File: src/rtl/wb_port_arbiter_if.sv
`default_nettype none
//------------------------------------------------------------------------------
// Module      : wb_port_arbiter_if
// Description : Bundle of the two write requesters (P = pipeline writeback,
//               L = long-latency unit) and the shared register-file write
//               port.
//               master : requester side (drives requests, sees ready/port)
//               slave  : arbiter side (accepts requests, drives the port)
// Revision    : 1.0 - initial release
//------------------------------------------------------------------------------
interface wb_port_arbiter_if #(
  parameter int DATA_W = 32,
  parameter int ADDR_W = 5
);

  // Pipeline writeback requester
  logic              p_valid;
  logic [ADDR_W-1:0] p_rd;
  logic [DATA_W-1:0] p_data;
  logic              p_ready;

  // Long-latency unit requester
  logic              l_valid;
  logic [ADDR_W-1:0] l_rd;
  logic [DATA_W-1:0] l_data;
  logic              l_ready;

  // Pipeline freeze request
  logic              stall;

  // Register-file write port
  logic              rf_we;
  logic [ADDR_W-1:0] rw_out;
  logic [DATA_W-1:0] writedata_out;

  modport master (
    output p_valid, p_rd, p_data,
    output l_valid, l_rd, l_data,
    input  p_ready, l_ready, stall,
    input  rf_we, rw_out, writedata_out
  );

  modport slave (
    input  p_valid, p_rd, p_data,
    input  l_valid, l_rd, l_data,
    output p_ready, l_ready, stall,
    output rf_we, rw_out, writedata_out
  );

endinterface
`default_nettype wire

File: src/rtl/wb_port_arbiter.sv
`default_nettype none
//------------------------------------------------------------------------------
// Module      : wb_port_arbiter
// Description : Shares the single register-file write port between the
//               in-order pipeline writeback (P) and the long-latency
//               load/mul result unit (L). One grant per cycle; the winner is
//               registered onto rf_we/rw_out/writedata_out. P normally has
//               priority; after STARVE_LIMIT consecutive lost cycles L is
//               granted once. When both target the same non-zero register,
//               the older L result is written first so the younger P value
//               lands last. stall freezes the pipeline whenever P loses.
//               Optional build macro WB_ARB_STATS_EN adds saturating
//               conflict_cnt / force_cnt statistic outputs.
// Revision    : 1.0 - initial release
//------------------------------------------------------------------------------
module wb_port_arbiter #(
  parameter int DATA_W       = 32,
  parameter int ADDR_W       = 5,
  parameter int STARVE_LIMIT = 4
) (
  input  logic             clk,
  input  logic             reset,        // asynchronous, active-low
  wb_port_arbiter_if.slave bus
`ifdef WB_ARB_STATS_EN
  ,
  output logic [31:0]      conflict_cnt,
  output logic [31:0]      force_cnt
`endif
);

  localparam int c_wait_w = $clog2(STARVE_LIMIT + 1);
  localparam logic [c_wait_w-1:0] c_wait_max = c_wait_w'(STARVE_LIMIT);

  typedef enum logic [0:0] {
    S_NORM = 1'b0,   // P has priority
    S_FAIR = 1'b1    // L has priority for one grant
  } state_t;

  state_t              r_state;
  logic [c_wait_w-1:0] r_wait_cnt;
  logic                r_rf_we;
  logic [ADDR_W-1:0]   r_rw;
  logic [DATA_W-1:0]   r_wd;

  logic                w_both;
  logic                w_same_rd;
  logic                w_p_grant;
  logic                w_l_grant;
  logic [c_wait_w-1:0] w_wait_next;

  assign w_both    = bus.p_valid & bus.l_valid;
  // Same destination: the L result is older, so it must be written first.
  assign w_same_rd = w_both && (bus.p_rd == bus.l_rd) && (bus.l_rd != '0);

  // Grant selection: same-rd override, then state priority, then lone requester
  always_comb begin
    w_p_grant = 1'b0;
    w_l_grant = 1'b0;
    if (w_both) begin
      if (w_same_rd || (r_state == S_FAIR)) begin
        w_l_grant = 1'b1;
      end else begin
        w_p_grant = 1'b1;
      end
    end else if (bus.p_valid) begin
      w_p_grant = 1'b1;
    end else if (bus.l_valid) begin
      w_l_grant = 1'b1;
    end
  end

  // Starvation counter: counts consecutive cycles L waits, saturating
  always_comb begin
    w_wait_next = r_wait_cnt;
    if (!bus.l_valid || w_l_grant) begin
      w_wait_next = '0;
    end else if (r_wait_cnt != c_wait_max) begin
      w_wait_next = r_wait_cnt + 1'b1;
    end
  end

  assign bus.p_ready       = w_p_grant;
  assign bus.l_ready       = w_l_grant;
  assign bus.stall         = bus.p_valid & ~w_p_grant;
  assign bus.rf_we         = r_rf_we;
  assign bus.rw_out        = r_rw;
  assign bus.writedata_out = r_wd;

  // Priority FSM, starvation counter and registered write port
  always_ff @(posedge clk or negedge reset) begin
    if (!reset) begin
      r_state    <= S_NORM;
      r_wait_cnt <= '0;
      r_rf_we    <= 1'b0;
      r_rw       <= '0;
      r_wd       <= '0;
    end else begin
      r_wait_cnt <= w_wait_next;

      case (r_state)
        S_NORM: begin
          // The next-value compare lets L win on the cycle right after its
          // STARVE_LIMIT-th loss.
          if (w_wait_next == c_wait_max) begin
            r_state <= S_FAIR;
          end
        end
        S_FAIR: begin
          if (w_l_grant || !bus.l_valid) begin
            r_state <= S_NORM;
          end
        end
        default: r_state <= S_NORM;
      endcase

      // Writes to x0 still complete the handshake and move index/data,
      // but never assert the write enable.
      if (w_l_grant) begin
        r_rf_we <= (bus.l_rd != '0);
        r_rw    <= bus.l_rd;
        r_wd    <= bus.l_data;
      end else if (w_p_grant) begin
        r_rf_we <= (bus.p_rd != '0);
        r_rw    <= bus.p_rd;
        r_wd    <= bus.p_data;
      end else begin
        r_rf_we <= 1'b0;
      end
    end
  end

`ifdef WB_ARB_STATS_EN
  logic [31:0] r_conflict_cnt;
  logic [31:0] r_force_cnt;

  // Saturating statistics: contention cycles and FAIR-state grants
  always_ff @(posedge clk or negedge reset) begin
    if (!reset) begin
      r_conflict_cnt <= '0;
      r_force_cnt    <= '0;
    end else begin
      if (w_both && (r_conflict_cnt != '1)) begin
        r_conflict_cnt <= r_conflict_cnt + 32'd1;
      end
      if ((r_state == S_FAIR) && (w_p_grant || w_l_grant) && (r_force_cnt != '1)) begin
        r_force_cnt <= r_force_cnt + 32'd1;
      end
    end
  end

  assign conflict_cnt = r_conflict_cnt;
  assign force_cnt    = r_force_cnt;
`endif

endmodule
`default_nettype wire

File: src/flat_wrapper.sv
// flat-port wrapper written by rule: the top's interface ports become plain ports
module wb_port_arbiter_flat 
#(
  parameter int DATA_W       = 32,
  parameter int ADDR_W       = 5,
  parameter int STARVE_LIMIT = 4
)
  (clk, reset, bus_p_valid, bus_p_rd, bus_p_data, bus_l_valid, bus_l_rd, bus_l_data, bus_p_ready, bus_l_ready, bus_stall, bus_rf_we, bus_rw_out, bus_writedata_out);
  wb_port_arbiter_if #(.DATA_W(DATA_W), .ADDR_W(ADDR_W)) bus_i ();
  input  logic clk;
  input  logic reset;
  input wire logic [$bits(bus_i.p_valid)-1:0] bus_p_valid;
  input wire logic [$bits(bus_i.p_rd)-1:0] bus_p_rd;
  input wire logic [$bits(bus_i.p_data)-1:0] bus_p_data;
  input wire logic [$bits(bus_i.l_valid)-1:0] bus_l_valid;
  input wire logic [$bits(bus_i.l_rd)-1:0] bus_l_rd;
  input wire logic [$bits(bus_i.l_data)-1:0] bus_l_data;
  output wire logic [$bits(bus_i.p_ready)-1:0] bus_p_ready;
  output wire logic [$bits(bus_i.l_ready)-1:0] bus_l_ready;
  output wire logic [$bits(bus_i.stall)-1:0] bus_stall;
  output wire logic [$bits(bus_i.rf_we)-1:0] bus_rf_we;
  output wire logic [$bits(bus_i.rw_out)-1:0] bus_rw_out;
  output wire logic [$bits(bus_i.writedata_out)-1:0] bus_writedata_out;
  assign bus_i.p_valid = bus_p_valid;
  assign bus_i.p_rd = bus_p_rd;
  assign bus_i.p_data = bus_p_data;
  assign bus_i.l_valid = bus_l_valid;
  assign bus_i.l_rd = bus_l_rd;
  assign bus_i.l_data = bus_l_data;
  assign bus_p_ready = bus_i.p_ready;
  assign bus_l_ready = bus_i.l_ready;
  assign bus_stall = bus_i.stall;
  assign bus_rf_we = bus_i.rf_we;
  assign bus_rw_out = bus_i.rw_out;
  assign bus_writedata_out = bus_i.writedata_out;
  wb_port_arbiter #(.DATA_W(DATA_W), .ADDR_W(ADDR_W), .STARVE_LIMIT(STARVE_LIMIT)) u_core (.clk(clk), .reset(reset), .bus(bus_i));
endmodule
File: config.mk
export PLATFORM = sky130hd
export DESIGN_NAME = wb_port_arbiter_flat
export DESIGN_NICKNAME = d
export VERILOG_FILES = /design/src/rtl/wb_port_arbiter_if.sv /design/src/rtl/wb_port_arbiter.sv /design/src/flat_wrapper.sv
export SDC_FILE = /design/constraint.sdc
export NUM_CORES = 1
export LEC_CHECK = 0
export ABC_AREA = 1
export CORE_MARGIN = 1
export CORE_UTILIZATION = 40
export CTS_CLUSTER_DIAMETER = 150
export DETAILED_ROUTE_END_ITERATION = 7
export DONT_BUFFER_PORTS = 1
export SYNTH_ARGS = -nofsm -noshare
export SYNTH_HDL_FRONTEND = slang
export SYNTH_SLANG_ARGS = --single-unit
File: constraint.sdc
create_clock -name clk -period 1.2 [get_ports clk]
set_input_delay 0.12 -clock clk [delete_from_list [all_inputs] [get_ports clk]]
set_output_delay 0.12 -clock clk [all_outputs]
set_load 0.1 [all_outputs]
==> results of run 1 <==
==> area by class of cell <==
class | count | area (sq um) | share of cell area (%)
clock buffers | 6 | 82.58 | 2.449
inverters | 47 | 188.9 | 5.603
multi-input cells | 228 | 1102 | 32.69
flip-flops and latches | 42 | 1051 | 31.17
well taps | 72 | 90.09 | 2.672
repair buffers | 89 | 857.1 | 25.42
==> registers in the layout, summed over array words and instances (netlist names) <==
| signal | cells |
|---|---|
| u_core.bus.writedata_out | 32 |
| u_core.bus.rf_we | 1 |
| u_core.r_state | 1 |
| u_core.bus.rw_out | 5 |
| u_core.r_wait_cnt | 3 |
==> cells by family (layout without fill, tap and decap cells) <==
family / Yosys count / count (layout) / share of synthesized area [%]
AND/OR/NAND/NOR: 221 / 221 / 40.39
buffers and inverters: 67 / 142 / 12.62
flip-flops: 42 / 42 / 44.35
XOR/XNOR: 3 / 3 / 1.109
adder cells (fa/ha/maj): 2 / 2 / 1.056
AO/OA/AOI/OAI: 2 / 2 / 0.4752
==> cells in the final DEF, fill, tap and decap left out <==
cell,synthesis,final
nor3_1,1,1
inv_2,2,2
ha_2,0,1
buf_4,4,47
ha_4,0,1
a21oi_2,0,1
nand2_1,88,87
buf_16,0,1
or2_4,0,1
buf_6,4,1
inv_1,45,44
buf_8,0,3
a31oi_1,1,1
nor2_1,47,44
inv_12,0,1
nand2_8,0,1
dlygate4sd3_1,0,32
dfrtp_1,42,42
nor2_4,0,4
buf_12,0,5
nand3_2,1,3
nand2_4,2,2
xor2_2,0,1
xor2_1,3,2
clkbuf_8,0,6
nand3_1,80,78
==> path summary, 6_finish.rpt <==
check,endpoint,from
min,u_core.bus.rw_out[3],bus_l_valid
max reg2reg,u_core.bus.writedata_out[13],u_core.r_state
min reg2reg,u_core.bus.writedata_out[13],u_core.bus.writedata_out[13]
min in group asynchronous,u_core.bus.writedata_out[30],reset
max in group asynchronous,u_core.bus.writedata_out[7],reset
max,bus_stall,u_core.r_state
==> worst max-delay path, delay by kind of cell (launching register included) <==
family,cells,cell delay [ps]
buf+inv,2,270
flops,1,400
simple gates,4,330
==> power by group <==
| group | internal, mW | switching (mW) | leakage (nW) | total (mW) |
|---|---|---|---|---|
| clock network | 0.444 | 0.446 | 0.0431 | 0.890 |
| logic | 0.506 | 1.56 | 1.21 | 2.06 |
| registers | 1.57 | 0.0919 | 0.507 | 1.66 |
==> metal layers <==
metal / vias up / global-route usage, % / share of wire [%] / wire, um
met1: 1103 / 24.84 / 43 / 2714
met3: 4 / 4.253 / 6.9 / 438
met2: 115 / 37.76 / 50 / 3143
li1: 1184 / - / - / -
met5: - / 0 / 0 / 0
met4: 0 / 4.364 / 0.43 / 27
==> timing repair <==
action / in CTS / in global routing
hold endpoints to repair: 71 / 7
endpoints found under the setup margin: 28 / 44
pin swaps: 5 / 7
setup buffers: 3 / 5
gates cloned: 0 / 0
gates resized for setup: 14 / 6
hold buffers: 31 / 2
==> results.cfg, run 1 <==
[placed_design]
dp_cells = 438
pre_cts_slack_ps = -71.57
io_buffers = 0
place_area_sq_um = 2790
hpwlAfterDp_mm = 3.901
finalWeightedCongestion = 0.8092

[pwr]
p_leak_nw = 1.756
ir_worst_vdd_v = 0.0007731
power_mw = 4.612
powerDensity_nw_per_um2 = 1368

[clock_tree]
htree_levels = 2
clk_path_buf_depth = 2
numCtsBuffers = 5
cts-root-buf = clkbuf_8
path_clk_slew_ps = 80
clkLatencyLatePin_ps = 290
cts_tree = yes
clock_sinks = 42

[synthesis]
syn_avg_cell_area_sq_um = 7.032
synth_top_area_share_pct = 44.35
ys_ff_latch = 42
synth_most_common_cell = nand2_1
ys_types = 19
yosysTopAreaCell = dfrtp_1
ys_warn_count = 0
syn_area_sq_um = 2370
synth_edf_count = 0
ys_async_sr_fraction_pct = 100.0
ys_top_cells_by_count = 88 x nand2_1, 80 x nand3_1, 47 x nor2_1
ys.flop_type = dfrtp_1
synth_area_leaders = dfrtp_1 44%, nand3_1 17%, nand2_1 14%, nor2_1 7.4%, inv_1 7.1%
synth_nets = 417
synth_cells = 337
yosysSeqAreaShare_pct = 44.35

[setup_path]
arrival_ps = 1290
critPathMaxStageDelay_ps = 400
slowest_stage = dfrtp_1
critical_path_class = reg -> out
cp-start-kind = flip-flop
crit_path_end_kind = primary output
path_cells = nor2_4, nand2_4, nand2_8, buf_12, nor2_4, buf_12
reg2regPathDepth = 7
critPathMaxFanout = 3
crit_required_ps = 1080
rrSetupSlack_ps = 10

[final_layout]
drive_gt1_share_pct = 19.66
diodes = 0
instances_no_fill = 484
final_area_sq_um = 3372
nFillCells = 490
final_util_pct = 60.13
finalNetCount = 493
syn_to_final_growth_pct = 42.29

[timing]
slew_viol_final = 0
fin_ws_ps = -206.2
maxSlewHeadroom_pct = 76.43
hold_violations = 2
fin_crit_ps = 1406
min_period_over_period_pct = 117.2
whs_ps = -4.383
final.setup_skew_ps = 5.452
finalSetupViolCount = 3
timing.fmax_ghz = 0.7111
setup_tns_ps = -489.7
rsz0062_at_grt = yes
worst_slew_pin_slew_ps = 352.3

[global_routing]
grt_pass1_wl_mm = 10.34
first_global_vias = 2344
grt_overflow = 0
grt_max_degree = 57
antenna_found_initial = 0
track_usage_pct = 20.67

[floorplan]
start_util_pct = 42.26
die_y_um = 78.97
coreArea_sq_um = 5608
die_width_um = 78.97
fp-row-count = 27
pin_count = 119
die_area_sq_um = 6236

[drt]
vias = 2406
drtIter0Drc = 68
drc = 0
drt-vias-per-instance = 4.971
drtAntennaViolNets = 0
dr.pass1.iters = 5
finalWirelength_mm = 6.323
routedWlPerCell_um = 13.06

[status]
violations = negative hold slack, negative setup slack
status = complete, but fails checks

[job]
maxCapViolations = 0

[min_path]
hold_class = in -> reg
min_path_cells = 2
No activity file was read; power rests on OpenSTA's default activity.
==> run 2: changes to the inputs <==
Settings changed: GPL_ROUTABILITY_DRIVEN from default to 0.
Clock period 1.2 ns to 1.3 ns, I/O delays scaled along.
==> results.cfg, run 2 (synthesis results as in run 1) <==
[floorplan]
coreArea_sq_um = 5608
fp-row-count = 27
start_util_pct = 42.26
die_area_sq_um = 6236
die_y_um = 78.97
die_width_um = 78.97
pin_count = 119

[final_layout]
largest_reg_flops = 32
diodes = 0
drive_gt1_share_pct = 18.72
final_common_cell = nand2_1
finalNetCount = 469
mostFrequentLayoutCells = 88 x nand2_1, 80 x nand3_1, 45 x inv_1
nFillCells = 530
syn_to_final_growth_pct = 32.74

[setup_path]
startpoint = u_core.r_state
critical_path_class = reg -> out
slowest_stage = dfrtp_1
crit_path_end_kind = primary output
critPathMaxFanout = 2
path_cells = nor2_4, nand2_4, nand2_8, inv_12, nor2_4, buf_12
cp-start-kind = flip-flop
arrival_ps = 1300
crit_required_ps = 1170
rrSetupSlack_ps = 30
reg2regPathDepth = 8
r2r-end = u_core.bus.writedata_out[7]
cp-endpoint = bus_p_ready
critPathMaxStageDelay_ps = 410
r2r-start = u_core.r_state
timing.critical_path.mode_cell = nor2_4

[drt]
routedWlPerCell_um = 13.00
drc = 0
vias = 2283
drt-vias-per-instance = 4.942
dr.pass1.iters = 4
drtIter0Drc = 94
drtAntennaViolNets = 0
finalWirelength_mm = 6.008

[clock_tree]
clock_sinks = 42
path_clk_slew_ps = 80
clk_path_buf_depth = 2
numCtsBuffers = 5
htree_levels = 2
cts-root-buf = clkbuf_8
clkLatencyLatePin_ps = 280
cts_tree = yes

[job]
maxCapViolations = 0

[pwr]
power_mw = 4.252
combPwrFrac_pct = 44.0
p_clk_share_pct = 20.2
ir_worst_vdd_v = 0.0007981
sequentialPowerShare_pct = 35.8
powerDensity_nw_per_um2 = 1352
switching_power_mw = 1.937
p_leak_nw = 1.666
switching_share_pct = 45.56
p_int_mw = 2.315

[global_routing]
grt_pass1_wl_mm = 9.556
first_global_vias = 2165
grt_max_degree = 43
antenna_found_initial = 0
grt_overflow = 0
track_usage_pct = 19.42

[timing]
rsz0062_at_grt = yes
whs_ps = 9.020
setup_tns_ps = -262.7
final.setup_skew_ps = 4.122
min_period_over_period_pct = 109.8
hold_violations = 0
slew_viol_final = 0
fin_crit_ps = 1428
timing.fmax_ghz = 0.7003
maxSlewHeadroom_pct = 78.64
fin_ws_ps = -128.0
worst_slew_pin_slew_ps = 320.4
finalSetupViolCount = 3

[placed_design]
io_buffers = 0
hpwlAfterDp_mm = 3.826

[min_path]
hold_class = in -> reg

[status]
status = complete, but fails checks
violations = negative setup slack
-- run 2: changes by cell type in the layout (fill, tap and decap cells not counted), sizes merged --
| cell | change |
|---|---|
| dlygate4sd3 | -23 |
| buf | -3 |
| clkbuf | +3 |
| clkinv | +1 |
-- run 2: worst min-delay path by stage --
| stage | from | to | slack, ps | cells past startpoint |
|---|---|---|---|---|
| floorplan | reset | u_core.bus.rf_we | -170 | 0 |
| global placement | reset | u_core.bus.rw_out[0] | -160 | 0 |
| detailed placement | reset | u_core.bus.rw_out[0] | -160 | 0 |
| CTS | bus_l_data[8] | u_core.bus.writedata_out[8] | 1 | 2 |
| global route | bus_l_data[12] | u_core.bus.writedata_out[12] | 2 | 2 |
| finish | bus_l_data[19] | u_core.bus.writedata_out[19] | 9 | 2 |
-- run 2: routing by layer --
metal,up-vias,GRT usage [%],share of wire [%]
li1,1144,-,-
met1,1038,23.79,45
met2,97,32.93,47
met3,4,6.092,7.3
met4,0,5.091,0.57
met5,-,0,0
-- run 2: power by group through the flow --
stage | clock network (mW) | logic, mW | registers, mW
after floorplan | 0 | 0.412 | 2.55
after detailed placement | 0 | 1.74 | 1.55
after CTS | 0.903 | 1.82 | 1.52
final | 0.859 | 1.87 | 1.52
after global placement | 0 | 1.72 | 1.55
after global routing | 0.951 | 1.96 | 1.54
-- run 2: worst max-delay path: cells and delay by family, from the launching register on --
family | cells | cell delay, ps
flip-flops | 1 | 410
buffers and inverters | 2 | 220
AND/OR/NAND/NOR | 4 | 380
-- run 2: cell type report --
cell class	instances	area, sq um	share of cell area, %
multi-input cells	228	1056	33.57
flip-flops and latches	42	1051	33.41
clock buffers	7	86.33	2.745
repair buffers	65	668.1	21.24
well taps	72	90.09	2.864
inverters	47	188.9	6.006
clock inverters	1	5.005	0.1591
-- run 2: timing repair --
| action | 4_1_cts | 5_1_grt |
|---|---|---|
| setup buffers | 5 | 1 |
| gates cloned | 0 | 3 |
| endpoints found under the setup margin | 3 | 42 |
| gates resized for setup | 4 | 8 |
| pin swaps | 4 | 4 |
| hold endpoints to repair | 47 | 2 |
| hold buffers | 8 | 2 |
-- run 2: stage by stage --
| stage | worst slack (ps) | util, % | instance area (sq um) | std cells |
|---|---|---|---|---|
| 5_1_grt | -191.1 | 56.09 | 3146 | 462 |
| 2_1_floorplan | -222.0 | - | 2401 | 337 |
| 6_report | -128.0 | 56.09 | 3146 | 462 |
| 3_3_place_gp | 78.01 | 49.49 | 2775 | 436 |
| 4_1_cts | -180.8 | 54.11 | 3034 | 457 |
| 3_5_place_dp | 36.77 | 49.49 | 2775 | 436 |
==> run 3: changes to the inputs <==
Settings changed: CELL_PAD_IN_SITES_DETAIL_PLACEMENT from default to 1, CELL_PAD_IN_SITES_GLOBAL_PLACEMENT from default to 1, PLACE_DENSITY_LB_ADDON from default to 0.1, RECOVER_POWER from default to 100.
==> results.cfg, run 3 (synthesis results as in run 1) <==
[timing]
setup_tns_ps = -205.9
fin_ws_ps = -134.2
final.setup_skew_ps = 8.125
finalSetupViolCount = 4
slew_viol_final = 0
fin_crit_ps = 1434
rsz0062_at_grt = yes
worst_slew_pin_slew_ps = 954.7
min_period_over_period_pct = 110.3
maxSlewHeadroom_pct = 36.36
timing.fmax_ghz = 0.6973
whs_ps = -3.734
hold_violations = 1

[final_layout]
drive_gt1_share_pct = 17.85
final_common_cell = nand2_1
syn_to_final_growth_pct = 40.34
final_area_sq_um = 3326
largest_reg_flops = 32
instances_no_fill = 481
diodes = 0
mostFrequentLayoutCells = 88 x nand2_1, 80 x nand3_1, 45 x inv_1
finalNetCount = 488
final_util_pct = 59.30

[floorplan]
start_util_pct = 42.26
pin_count = 119
coreArea_sq_um = 5608
die_area_sq_um = 6236
die_width_um = 78.97
die_y_um = 78.97
fp-row-count = 27

[global_routing]
grt_overflow = 0
grt-busiest-layer = met2
use_met1_pct = 30.28
grt_use_met3_pct = 5.632
first_global_vias = 2604
grt_max_degree = 43
antenna_found_initial = 0
grt_pass1_wl_mm = 12.62
gr-usage-met2_pct = 48.02
track_usage_pct = 26.12

[setup_path]
r2r-end = u_core.r_state
critPathMaxFanout = 3
r2r-start = u_core.r_wait_cnt[0]
startpoint = u_core.r_state
crit_required_ps = 1170
cp-start-kind = flip-flop
reg2regPathDepth = 6
crit_path_end_kind = primary output
cp-endpoint = bus_p_ready
rrSetupSlack_ps = -20
arrival_ps = 1300
critical_path_class = reg -> out

[status]
status = complete, but fails checks
violations = negative hold slack, negative setup slack

[clock_tree]
cts-root-buf = clkbuf_8
cts_tree = yes
htree_levels = 2
clock_sinks = 42
clk_path_buf_depth = 2
numCtsBuffers = 5
path_clk_slew_ps = 90
clkLatencyLatePin_ps = 300

[min_path]
hold_class = in -> reg
min_path_cells = 2

[drt]
drtAntennaViolNets = 0
dr.pass1.iters = 4
drc = 0
vias = 2528
drt-vias-per-instance = 5.256
drtIter0Drc = 121
finalWirelength_mm = 8.358
routedWlPerCell_um = 17.38

[pwr]
ir_worst_vdd_v = 0.0006858
power_mw = 4.391
p_leak_nw = 1.744
powerDensity_nw_per_um2 = 1320

[placed_design]
dp_cells = 436
pre_cts_slack_ps = 23.16
io_buffers = 0
hpwlAfterDp_mm = 4.674
place_area_sq_um = 2800

[job]
maxCapViolations = 0
[run 3: cell type report]
type	instances	area, sq um
sequential	42	1051
clock inverter	2	12.51
clock buffer	6	82.58
timing repair buffer	84	844.6
multi-input combinational	228	1056
tap	72	90.09
fill	714	2282
inverter	47	188.9
[run 3: worst min path at each step]
| stage | startpoint | to |
|---|---|---|
| after floorplan | reset | u_core.bus.rf_we |
| after global placement | reset | u_core.bus.writedata_out[30] |
| after detailed placement | reset | u_core.bus.writedata_out[30] |
| after CTS | bus_l_valid | u_core.bus.rw_out[0] |
| after global routing | bus_l_valid | u_core.bus.writedata_out[1] |
| final | bus_l_data[26] | u_core.bus.writedata_out[26] |
[run 3: metal layers]
metal / routed length [um] / up-vias / part of all wire, %
li1: - / 1177 / -
met2: 4417 / 91 / 53
met4: 78 / 0 / 0.93
met5: 0 / - / 0
met1: 3469 / 1250 / 42
met3: 392 / 10 / 4.7
[run 3: worst max-delay path, stage by stage, from the launching register on]
cell and delay [ps]:
dfrtp_1 400, nor2_4 120, nand2_4 80, nand2_8 100
inv_12 40, nor2_4 90, buf_12 180
[run 3: power by group]
part	internal, mW	switching [mW]
Clock	0.428	0.488
Sequential	1.45	0.0833
Combinational	0.459	1.49
Total	2.33	2.06
[run 3: repair_timing]
action,4_1_cts,5_1_grt
setup buffers,2,2
setup endpoints to repair,3,42
hold buffers,30,0
cloned,0,5
gates resized for setup,2,5
endpoints found under the hold margin,68,0
pin swaps,4,2
